<file path="config.mk">
export PLATFORM = sky130hd
export DESIGN_NAME = dlsc_pcie_s6_rx_decoder
export DESIGN_NICKNAME = d
export VERILOG_FILES = /design/src/rtl/dlsc_pcie_s6_rx_decoder.sv
export SDC_FILE = /design/constraint.sdc
export NUM_CORES = 1
export LEC_CHECK = 0
export ABC_CLOCK_PERIOD_IN_PS = 3200
export BUFFER_PORTS_ARGS = -buffer_cell sky130_fd_sc_hd__buf_4
export CAP_MARGIN = 20
export CORE_MARGIN = 4
export CORE_UTILIZATION = 29
export DETAILED_ROUTE_END_ITERATION = 8
export GPL_ROUTABILITY_DRIVEN = 0
export PLACE_DENSITY_LB_ADDON = 0.25
export SYNTH_ARGS = -nofsm -noshare
export SYNTH_HDL_FRONTEND = slang
export SYNTH_SLANG_ARGS = --single-unit
export TNS_END_PERCENT = 30
</file>
<file path="constraint.sdc">
create_clock -name clk -period 3.2 [get_ports clk]
set_clock_uncertainty 0.1 [all_clocks]
set_input_delay 0.16 -clock clk [delete_from_list [all_inputs] [get_ports clk]]
set_output_delay 0.16 -clock clk [all_outputs]
set_load 0.005 [all_outputs]
</file>
<file path="src/rtl/dlsc_pcie_s6_rx_decoder.sv">
// Receive-side TLP decoder for the Spartan-6 PCIe TRN RX interface.
// Splits each TLP into a registered header channel and a payload stream; drops and counts bad TLPs.
module dlsc_pcie_s6_rx_decoder #(
    parameter int CNT_BITS = 16
) (
    input  logic                clk,
    input  logic                rst,
    input  logic [31:0]         trn_rd,
    input  logic                trn_rsof_n,
    input  logic                trn_reof_n,
    input  logic                trn_rsrc_rdy_n,
    input  logic                trn_rsrc_dsc_n,
    input  logic                trn_rerrfwd_n,
    input  logic [6:0]          trn_rbar_hit_n,
    output logic                trn_rdst_rdy_n,
    input  logic                hdr_ready,
    output logic                hdr_valid,
    output logic [1:0]          hdr_type,
    output logic [61:0]         hdr_addr,
    output logic [10:0]         hdr_len,
    output logic [7:0]          hdr_tag,
    output logic [15:0]         hdr_req_id,
    output logic [3:0]          hdr_be_first,
    output logic [3:0]          hdr_be_last,
    output logic [2:0]          hdr_bar,
    input  logic                data_ready,
    output logic                data_valid,
    output logic [31:0]         data,
    output logic                data_last,
    output logic                data_err,
    output logic [CNT_BITS-1:0] drop_count
);

    typedef enum logic [2:0] {S_IDLE, S_H1, S_H2, S_H3, S_HDR, S_DATA, S_DROP} state_t;

    localparam logic [4:0] TYPE_MEM = 5'b00000;
    localparam logic [4:0] TYPE_CPL = 5'b01010;

    state_t      r_state, w_next;
    logic [1:0]  r_fmt;
    logic [4:0]  r_type;
    logic        r_poison;
    logic [10:0] r_cnt;

    logic w_src, w_sof, w_eof, w_dsc;
    logic w_in_tlp, w_sof_hold, w_abort, w_out_free, w_rdy, w_acc;
    logic w_sup, w_nodata, w_hdr_end;
    logic w_inc, w_load, w_ld_last, w_ld_err, w_dec;
    logic [2:0] w_bar;

    assign w_src      = !trn_rsrc_rdy_n;
    assign w_sof      = !trn_rsof_n;
    assign w_eof      = !trn_reof_n;
    assign w_dsc      = !trn_rsrc_dsc_n;
    assign w_in_tlp   = (r_state != S_IDLE) && (r_state != S_HDR);
    // A SOF mid-TLP terminates the current TLP; the SOF beat itself is held off for a cycle.
    assign w_sof_hold = w_src && w_sof && w_in_tlp;
    assign w_abort    = w_dsc || w_sof_hold;
    assign w_out_free = !data_valid || data_ready;
    assign w_sup      = ((r_type == TYPE_MEM) || ((r_type == TYPE_CPL) && !r_fmt[0])) && !r_poison;
    assign w_nodata   = !r_fmt[1];
    assign w_hdr_end  = (r_state == S_H3) || ((r_state == S_H2) && !r_fmt[0]);
    assign hdr_valid  = (r_state == S_HDR);

    always_comb begin
        w_bar = 3'd7;
        for (int unsigned i = 7; i > 0; i--) begin
            if (!trn_rbar_hit_n[i-1]) w_bar = 3'(i - 1);
        end
    end

    always_comb begin
        case (r_state)
            S_HDR:   w_rdy = 1'b0;
            S_DATA:  w_rdy = w_out_free && !w_sof_hold;
            default: w_rdy = !w_sof_hold;
        endcase
    end

    assign trn_rdst_rdy_n = rst || !w_rdy;
    assign w_acc          = w_src && w_rdy;

    always_comb begin
        w_next    = r_state;
        w_inc     = 1'b0;
        w_load    = 1'b0;
        w_ld_last = 1'b0;
        w_ld_err  = 1'b0;
        w_dec     = 1'b0;
        case (r_state)
            S_IDLE: begin
                if (w_acc && w_sof) begin
                    if (w_eof) w_inc  = 1'b1;
                    else       w_next = S_H1;
                end
            end
            S_H1, S_H2, S_H3: begin
                if (w_abort) begin
                    w_inc  = 1'b1;
                    w_next = S_IDLE;
                end else if (w_acc) begin
                    if (!w_hdr_end) begin
                        if (w_eof) begin
                            w_inc  = 1'b1;
                            w_next = S_IDLE;
                        end else begin
                            w_next = (r_state == S_H1) ? S_H2 : S_H3;
                        end
                    end else if (w_sup && (!w_eof || w_nodata)) begin
                        w_next = S_HDR;
                    end else begin
                        w_inc  = 1'b1;
                        w_next = w_eof ? S_IDLE : S_DROP;
                    end
                end
            end
            S_HDR: begin
                if (hdr_ready) w_next = w_nodata ? S_IDLE : S_DATA;
            end
            S_DATA: begin
                if (w_out_free) begin
                    if (w_abort) begin
                        w_load    = 1'b1;
                        w_ld_last = 1'b1;
                        w_ld_err  = 1'b1;
                        w_inc     = 1'b1;
                        w_next    = S_IDLE;
                    end else if (w_acc) begin
                        w_load = 1'b1;
                        if (r_cnt == 11'd1) begin
                            w_ld_last = 1'b1;
                            if (w_eof) begin
                                w_next = S_IDLE;
                            end else begin
                                w_ld_err = 1'b1;
                                w_inc    = 1'b1;
                                w_next   = S_DROP;
                            end
                        end else if (w_eof) begin
                            w_ld_last = 1'b1;
                            w_ld_err  = 1'b1;
                            w_inc     = 1'b1;
                            w_next    = S_IDLE;
                        end else begin
                            w_dec = 1'b1;
                        end
                    end
                end
            end
            S_DROP: begin
                if (w_sof_hold || (w_acc && w_eof)) w_next = S_IDLE;
            end
            default: w_next = S_IDLE;
        endcase
    end

    always_ff @(posedge clk) begin
        if (rst) begin
            r_state      <= S_IDLE;
            r_fmt        <= '0;
            r_type       <= '0;
            r_poison     <= 1'b0;
            r_cnt        <= '0;
            hdr_type     <= '0;
            hdr_addr     <= '0;
            hdr_len      <= '0;
            hdr_tag      <= '0;
            hdr_req_id   <= '0;
            hdr_be_first <= '0;
            hdr_be_last  <= '0;
            hdr_bar      <= 3'd7;
            data_valid   <= 1'b0;
            data         <= '0;
            data_last    <= 1'b0;
            data_err     <= 1'b0;
            drop_count   <= '0;
        end else begin
            r_state <= w_next;
            if (w_inc && (drop_count != '1)) drop_count <= drop_count + 1'b1;

            if (w_load) begin
                data_valid <= 1'b1;
                data       <= trn_rd;
                data_last  <= w_ld_last;
                data_err   <= w_ld_err;
            end else if (data_ready) begin
                data_valid <= 1'b0;
            end

            if ((r_state == S_HDR) && hdr_ready) r_cnt <= hdr_len;
            else if (w_dec)                      r_cnt <= r_cnt - 1'b1;

            // Completions carry tag and lower address in DW2, overriding the DW1 request fields.
            if (w_acc) begin
                case (r_state)
                    S_IDLE: begin
                        if (w_sof) begin
                            r_fmt    <= trn_rd[30:29];
                            r_type   <= trn_rd[28:24];
                            r_poison <= !trn_rerrfwd_n;
                            hdr_type <= {trn_rd[28:24] == TYPE_CPL, trn_rd[30]};
                            hdr_len  <= {trn_rd[9:0] == 10'd0, trn_rd[9:0]};
                            hdr_bar  <= w_bar;
                        end
                    end
                    S_H1: begin
                        hdr_req_id   <= trn_rd[31:16];
                        hdr_tag      <= trn_rd[15:8];
                        hdr_be_last  <= trn_rd[7:4];
                        hdr_be_first <= trn_rd[3:0];
                    end
                    S_H2: begin
                        if (r_type == TYPE_CPL) begin
                            hdr_tag      <= trn_rd[15:8];
                            hdr_be_first <= trn_rd[3:0];
                            hdr_be_last  <= '0;
                            hdr_addr     <= '0;
                        end else if (r_fmt[0]) begin
                            hdr_addr[61:30] <= trn_rd;
                        end else begin
                            hdr_addr <= {32'd0, trn_rd[31:2]};
                        end
                    end
                    S_H3:    hdr_addr[29:0] <= trn_rd[31:2];
                    default: ;
                endcase
            end
        end
    end

endmodule

</file>
==> impl_summary.log, run 1 <==
[metrics] Register-to-Register Setup Slack: 0.37 ns
[metrics] Setup CP Type: flip-flop to flip-flop
[metrics] design internal power: 4054 uW
[metrics] Cells after DPL: 1438
[metrics] Total GRT Usage: 18.52%
[metrics] cells taking the most area after synthesis: dfxtp_1 (49%), nand2_1 (13%), a21oi_1 (12%)
[metrics] buffers added on ports: 210
[metrics] distinct cell type count of the synthesized netlist: 62
[metrics] post-route fraction of the period consumed by the critical path: 88.56%
[metrics] die extent in y: around 170 um
[metrics] average footprint of a synthesized cell: a little under 8 um2
[metrics] maximum root-to-sink buffer count: 2
[metrics] maximum clock frequency: about 0.35 GHz
[metrics] depth of the CTS H-tree: 4
[metrics] commonest non-fill, non-tap cell in the layout: nand2_1
[metrics] Post-CTS Setup Repair Bufs: 0
[metrics] post-synthesis sequential area ratio: about half
[metrics] CTS tree: done
[metrics] I/O pins: between 200 and 250
[metrics] reg2reg path depth: 8
[metrics] peak supply drop: 309.2 uV
[metrics] min setup slack post-route: ~0.37 ns
[metrics] average wire length per cell after detail routing: 17.84 um
[metrics] CTS clk-pin slew, worst paths: approximately 0.08 ns
[metrics] path type of the worst min-delay path: input port to flip-flop
[metrics] status: finished clean
[metrics] total die area: 0.02812 mm2
[metrics] arrival time reported for the critical path endpoint: between 3 and 4 ns
[metrics] dominant combinational cell family by area after synthesis: simple AND/OR/NAND/NOR gates
[metrics] cell type contributing the most total cell area after synthesis: dfxtp_1
[metrics] Final Non-Filler Cells: 1506
[metrics] final-stage net count: ~1200
[metrics] placement-stage cell area: just over 0.009 mm2
[metrics] Die Span X: roughly 170 um
[metrics] routed vias/inst: a little over 5
[metrics] metal2 WL: roughly 12000 um
[metrics] Hold Crit Endpoint: data_valid
[metrics] total number of yosys warnings: 0
[metrics] clock period minus worst slack: around 2.8 ns
[metrics] area fraction of the dominant cell type after synthesis: 49.27%
[metrics] Initial DRT Pass Iterations: 5
[metrics] Maximum Capacitance Violations: 0
[metrics] estimated wirelength of the detail-placed design: roughly 17000 um
[metrics] Final Slew Violations: 0
[metrics] power share of the clock group: 37.0%
[metrics] power dissipated by switching net loads: roughly 1800 uW
[metrics] startpoint of the most critical hold path: data_ready
[metrics] clock tree sinks: 182
[metrics] post-synthesis simple-gate area fraction: a little over a quarter
[metrics] overall overflow remaining after global route: 0
[metrics] global-route wire length before repair: 42100 um
[metrics] area of the mapped netlist: about 0.0074 mm2
[metrics] pin count of the biggest net entering global routing: 89
[metrics] number of failing hold endpoints at the final stage: 0
[metrics] setup repair after global routing missed its margin: false
[metrics] clock buffer count from CTS: 17
[metrics] final total power: 5810 uW
[metrics] final design instance area without fill: ~0.01 mm2
[metrics] slew at the pin with the worst max-slew slack: roughly 0.77 ns
[metrics] largest fanout of any net on the critical path: 25
[metrics] starting density of the core: slightly below 30%
[metrics] headroom to the max-slew limit: about half
[metrics] root buffer cell: clkbuf_16
[metrics] endpoint kind of the worst setup timing path: flip-flop
[metrics] final WL: approximately 27000 um
[metrics] count of mapped cells out of synthesis: between 900 and 1000
[metrics] remaining number of nets flagged by the antenna check after routing: 0
[metrics] detailed-route via count: 7583
[metrics] worst slack at placement: 0.3614 ns
[metrics] net count after synthesis: 1001
[metrics] required time at the endpoint of the critical path: between 3 and 4 ns
[metrics] Layout Area Growth over Synthesis: 38.83%
[metrics] combinational power share: approximately 20%
[metrics] most frequent cells in the layout: nand2_1 (256), buf_4 (226), dfxtp_1 (182), a21oi_1 (171), nand3_1 (79)
[metrics] highest layer used for signal routing: met4
[metrics] Ant. Diodes: 0
[metrics] Worst Hold Depth: 4
[metrics] fraction of power spent switching nets: a little under a third
[metrics] number of flops mapped to enable cells by yosys: 0
[metrics] Placeable Area: 0.02511 mm2
[metrics] number of remaining DRC errors: 0
[metrics] share of synthesized flip-flops with an asynchronous set or reset: 0%
[metrics] worst reg2reg endpoint: drop_count[15]
[metrics] complex-gate fraction of the synthesized area: 18.29%
[metrics] share of layout cells above drive strength 1: 23.13%
[metrics] type of element launching the critical path: flip-flop
[metrics] setup violation total in the final timing report: 0
[metrics] number of placement rows: 58
[metrics] count of fill cells added during filler insertion: approximately 2600
[metrics] worst skew pair latency: roughly 0.42 ns
[metrics] flops & latches, synth: around 180
[metrics] setup tns final: 0 ns
[metrics] iteration-0 DRC count of the detailed router: between 300 and 400
[metrics] number of antenna violations at the first check in global routing: 0
[metrics] via count of the first global-routing pass: between 7000 and 8000
[metrics] mux cell area share after synthesis: less than 1%
[metrics] startpoint of the worst-slack reg-to-reg timing path: r_cnt[7]
[metrics] power per standard cell area: around 570 mW/mm2
[metrics] Static Leak: between 0.003 and 0.004 uW
[metrics] Adder-Cell Fraction of Synth Area: 0.8460%
[metrics] xor and xnor fraction of the mapped netlist area: 0%
[metrics] Met1 Routed Length: approximately 12000 um
[metrics] met3 layer wire length in the routed design: around 2100 um
[metrics] commonest register cell after synthesis: dfxtp_1
[metrics] portion of total power attributed to sequential cells: approximately 43%
## registers in the layout, summed over array words and instances, names as in the netlist
signal / count
hdr_req_id: 16
hdr_tag: 8
r_cnt: 11
data: 32
hdr_type: 2
data_last: 1
hdr_be_first: 4
r_fmt: 1
hdr_addr: 62
drop_count: 16
r_type: 5
data_err: 1
hdr_len: 11
hdr_be_last: 4
hdr_bar: 3
r_poison: 1
r_state: 3
data_valid: 1
## synthesized netlist by cell type, types with 8 or more instances
library cell,instances
a21oi_1,171
clkbuf_1,56
dfxtp_1,182
inv_1,14
nand2_1,256
nand3_1,79
nor2_1,28
nor3_1,14
nor4_1,11
o21ai_0,13
o31ai_1,8
or4_1,9
## final cells by class
type | instances | area (um2) | share of cell area (%)
clock inverters | 9 | 120.1 | 1.170
multi-input cells | 685 | 3472 | 33.82
flip-flops and latches | 182 | 3643 | 35.49
well taps | 330 | 412.9 | 4.022
clock buffers | 20 | 466.7 | 4.546
inverters | 14 | 52.55 | 0.5119
repair buffers | 266 | 2098 | 20.44
## per-stage QoR
step                util, %  hold WS [ns]
global placement      36.99        0.2450
detailed placement    36.99        0.2446
CTS                   40.89       0.01304
finish                40.89       0.04361
floorplan                 -        0.1556
global route          40.89       0.04406
## logic make-up after synthesis
logic type	after synthesis
AND/OR/NAND/NOR	440
AO/OA/AOI/OAI	236
flip-flops	182
buffers and inverters	81
adder cells (fa/ha/maj)	5
multiplexers	4
## worst max-delay path, stage by stage (launching register included)
cell and delay, ns:
dfxtp_1 0.35, nor3_1 0.40, nand4_1 0.25, ha_1 0.33
nor4b_1 0.22, a21oi_1 0.14, o311a_4 0.24, nor4_1 0.32
mux2_2 0.37
## how the worst max path moves through the flow
stage	start	endpoint	slack, ns	cells after the start
after detailed placement	r_cnt[4]	drop_count[15]	0.36	8
after global routing	r_cnt[1]	r_cnt[5]	0.19	10
after CTS	r_cnt[4]	drop_count[15]	0.36	8
after floorplan	r_cnt[4]	drop_count[15]	0.52	9
final	r_cnt[7]	drop_count[15]	0.37	8
after global placement	r_cnt[4]	drop_count[14]	0.44	8
## per-layer routing
layer  vias up  track usage (%)
met2       233            29.45
li1       3710                -
met1      3614            24.10
met4         0            5.116
met3        26            6.256
met5         -                0
## repair_timing
item,in CTS,in global routing
gates resized for setup,0,0
hold buffers,39,0
hold endpoints to repair,148,0
## power groups by stage
stage / clock [uW] / combinational, uW / sequential, uW
2_1_floorplan: 0 / 674 / 2520
3_3_place_gp: 0 / 1110 / 2560
3_5_place_dp: 0 / 1110 / 2560
4_1_cts: 2200 / 1160 / 2510
5_1_grt: 2300 / 1280 / 2530
6_report: 2150 / 1150 / 2510
No activity file was read; power rests on OpenSTA's default activity.
==> inputs of run 2 (changes only) <==
Settings changed: CORE_UTILIZATION 29 to 30.
==> run 2 against run 1 <==
Total power is 0.36% lower. Largest power group unchanged. Combinational power barely moved. Non-clock buffer count is 2 lower. Sequential share of layout area is essentially flat.
==> impl_summary.log, run 2 (same netlist as run 1, synthesis figures left out) <==
[metrics] Maximum Capacitance Violations: 0 (unchanged)
[metrics] number of gates resized after CTS: 0 (unchanged)
[metrics] detailed-route via count: 7563 (-0.26%)
[metrics] iteration-0 DRC count of the detailed router: 452 (+15%)
[metrics] CTS tree: done
[metrics] path type of the worst min-delay path: input port to flip-flop
[metrics] Die Span X: 165 um (-1.6%)
[metrics] most frequent cells in the layout: nand2_1 (256), buf_4 (223), dfxtp_1 (182), a21oi_1 (171), nand3_1 (79)
[metrics] total die area: 0.02723 mm2 (-3.2%)
[metrics] root buffer cell: clkbuf_16
[metrics] commonest non-fill, non-tap cell in the layout: nand2_1
[metrics] worst slack at placement: 0.3960 ns (+0.03461 ns)
[metrics] clock period minus worst slack: 2.868 ns (+0.03361 ns)
[metrics] number of remaining DRC errors: 0 (unchanged)
[metrics] clock tree sinks: 182 (unchanged)
[metrics] die extent in y: 165 um (-1.6%)
[metrics] CTS clk-pin slew, worst paths: 0.07 ns (about the same)
[metrics] Ant. Diodes: 0 (unchanged)
[metrics] setup tns final: 0 ns (unchanged)
[metrics] peak supply drop: 331.2 uV (+7.1%)
[metrics] Final Slew Violations: 0 (unchanged)
[metrics] number of antenna violations at the first check in global routing: 0 (unchanged)
[metrics] final WL: 26450 um (-1.5%)
[metrics] worst skew pair latency: 0.43 ns (about the same)
[metrics] average wire length per cell after detail routing: 17.63 um (-1.2%)
[metrics] count of buffer and inverter cells on the critical path: 1 (+1)
[metrics] remaining number of nets flagged by the antenna check after routing: 0 (unchanged)
[metrics] arrival time reported for the critical path endpoint: 3.12 ns (+0.07 ns)
[metrics] via count of the first global-routing pass: 7205 (-0.63%)
[metrics] I/O pins: 211 (unchanged)
[metrics] quantity of hold-fixing buffers added after cts: 39 (unchanged)
[metrics] Crit path largest cell delay: 0.63 ns (+0.23 ns)
[metrics] cell type group with the largest total delay on the critical path: simple AND/OR/NAND/NOR gates
[metrics] maximum clock frequency: 0.3487 GHz (-1.2%)
[metrics] headroom to the max-slew limit: 46.38% (-2.0 points)
[metrics] type of element launching the critical path: flip-flop
[metrics] overall overflow remaining after global route: 0 (unchanged)
[metrics] buffers added on ports: 210 (unchanged)
[metrics] cell-by-cell trace of the critical path: nor4_1, buf_4, nand4_1, ha_1, nor2b_1, nand3_1, nor2_1, nand2_1, or4_1, a31oi_1
[metrics] setup repair after global routing missed its margin: false
[metrics] post-route fraction of the period consumed by the critical path: 89.62% (+1.1 points)
[metrics] estimated wirelength of the detail-placed design: 17110 um (-1.5%)
[metrics] portion of total power attributed to sequential cells: 43.4% (about the same)
[metrics] slowest cell on the critical path: nor2_1
[metrics] Total GRT Usage: 19.17% (+0.66 points)
[metrics] maximum root-to-sink buffer count: 2 (unchanged)
[metrics] starting density of the core: 30.41% (+0.96 points)
[metrics] clock buffer count from CTS: 17 (unchanged)
[metrics] share of layout cells above drive strength 1: 23.13% (unchanged)
[metrics] Placeable Area: 0.02432 mm2 (-3.1%)
[metrics] number of placement rows: 57 (-1.7%)
[metrics] Post-CTS Setup Repair Bufs: 0 (unchanged)
[metrics] pin count of the biggest net entering global routing: 99 (+11%)
[metrics] endpoint kind of the worst setup timing path: flip-flop
[metrics] combinational power share: 19.8% (about the same)
[metrics] min setup slack post-route: 0.3323 ns (-0.03361 ns)
[metrics] routed vias/inst: 5.042 (+0.14%)
[metrics] Static Leak: 0.003888 uW (about the same)
[metrics] required time at the endpoint of the critical path: 3.46 ns (+0.04 ns)
[metrics] status: finished clean
[metrics] fraction of power spent switching nets: 31.82% (+1.6 points)
[metrics] slew at the pin with the worst max-slew slack: 0.8013 ns (+0.03473 ns)
[metrics] Initial DRT Pass Iterations: 6 (+1)
[metrics] largest registers ranked by flip-flop count: hdr_addr: 62 flops, data: 32 flops
[metrics] number of failing hold endpoints at the final stage: 0 (unchanged)
[metrics] design internal power: 3947 uW (-2.6%)
[metrics] depth of the CTS H-tree: 4 (unchanged)
[metrics] flip-flop count of the largest register after layout: 62 (unchanged)
[metrics] global-route wire length before repair: 41000 um (-2.6%)
[metrics] power per standard cell area: 564.2 mW/mm2 (-0.31%)
[metrics] power dissipated by switching net loads: 1842 uW (+4.9%)
[metrics] Setup CP Type: flip-flop to flip-flop
[metrics] Layout Area Growth over Synthesis: 38.76% (about the same)
[metrics] final-stage net count: 1217 (-0.16%)
[metrics] power share of the clock group: 36.8% (-0.2 points)
[metrics] largest reg by FF count: hdr_addr
[metrics] largest fanout of any net on the critical path: 12 (-52%)
[metrics] setup violation total in the final timing report: 0 (unchanged)
-- run 2: final cells by class --
type,count,area [um2]
timing repair buffer,264,2096
tap,324,405.4
inverter,14,52.55
clock inverter,14,166.4
clock buffer,17,425.4
sequential,182,3643
fill,2419,14060
multi-input combinational,685,3472
-- run 2: worst register-to-register path, stage by stage (launching register included) --
cell and delay [ns]:
dfxtp_1 0.42, nor4_1 0.09, buf_4 0.15, nand4_1 0.15, ha_1 0.17, nor2b_1 0.16, nand3_1 0.11, nor2_1 0.63
nand2_1 0.21, or4_1 0.44, a31oi_1 0.16
-- run 2: power groups by stage --
stage	Clock, uW	Sequential [uW]	Combinational [uW]
floorplan	0	2520	674
global placement	0	2560	1100
detailed placement	0	2560	1100
CTS	2200	2510	1150
global route	2280	2540	1280
finish	2130	2510	1150
-- run 2: final timing paths --
path | startpoint | end | slack [ns] | cells past startpoint
hold / removal | trn_rbar_hit_n[5] | hdr_bar[1] | 0.02 | 3
hold reg to reg | hdr_addr[37] | hdr_addr[37] | 0.35 | 2
setup reg to reg | r_cnt[4] | r_cnt[5] | 0.33 | 10
setup / recovery | r_cnt[4] | r_cnt[5] | 0.33 | 10
-- run 2: metrics by stage --
| stage | area (um2) | hold slack, ns | utilization [%] | cells | power (uW) |
|---|---|---|---|---|---|
| after global placement | 9279 | 0.2622 | 38.15 | 1430 | 3660 |
| final | 10260 | 0.01526 | 42.19 | 1500 | 5789 |
| after floorplan | 7395 | 0.1556 | - | 948 | 3194 |
| after global routing | 10260 | 0.06976 | 42.19 | 1500 | 6097 |
| after CTS | 10260 | 0.001838 | 42.19 | 1500 | 5857 |
| after detailed placement | 9279 | 0.2630 | 38.15 | 1430 | 3667 |
-- run 2: metal layers --
layer,share of wire [%],GRT usage [%],wire length [um],up-vias
met5,0,0,0,-
met4,1.2,4.234,312,0
met3,8.2,6.588,2179,23
met2,46,30.49,12220,223
met1,44,25.22,11730,3600
li1,-,-,-,3717
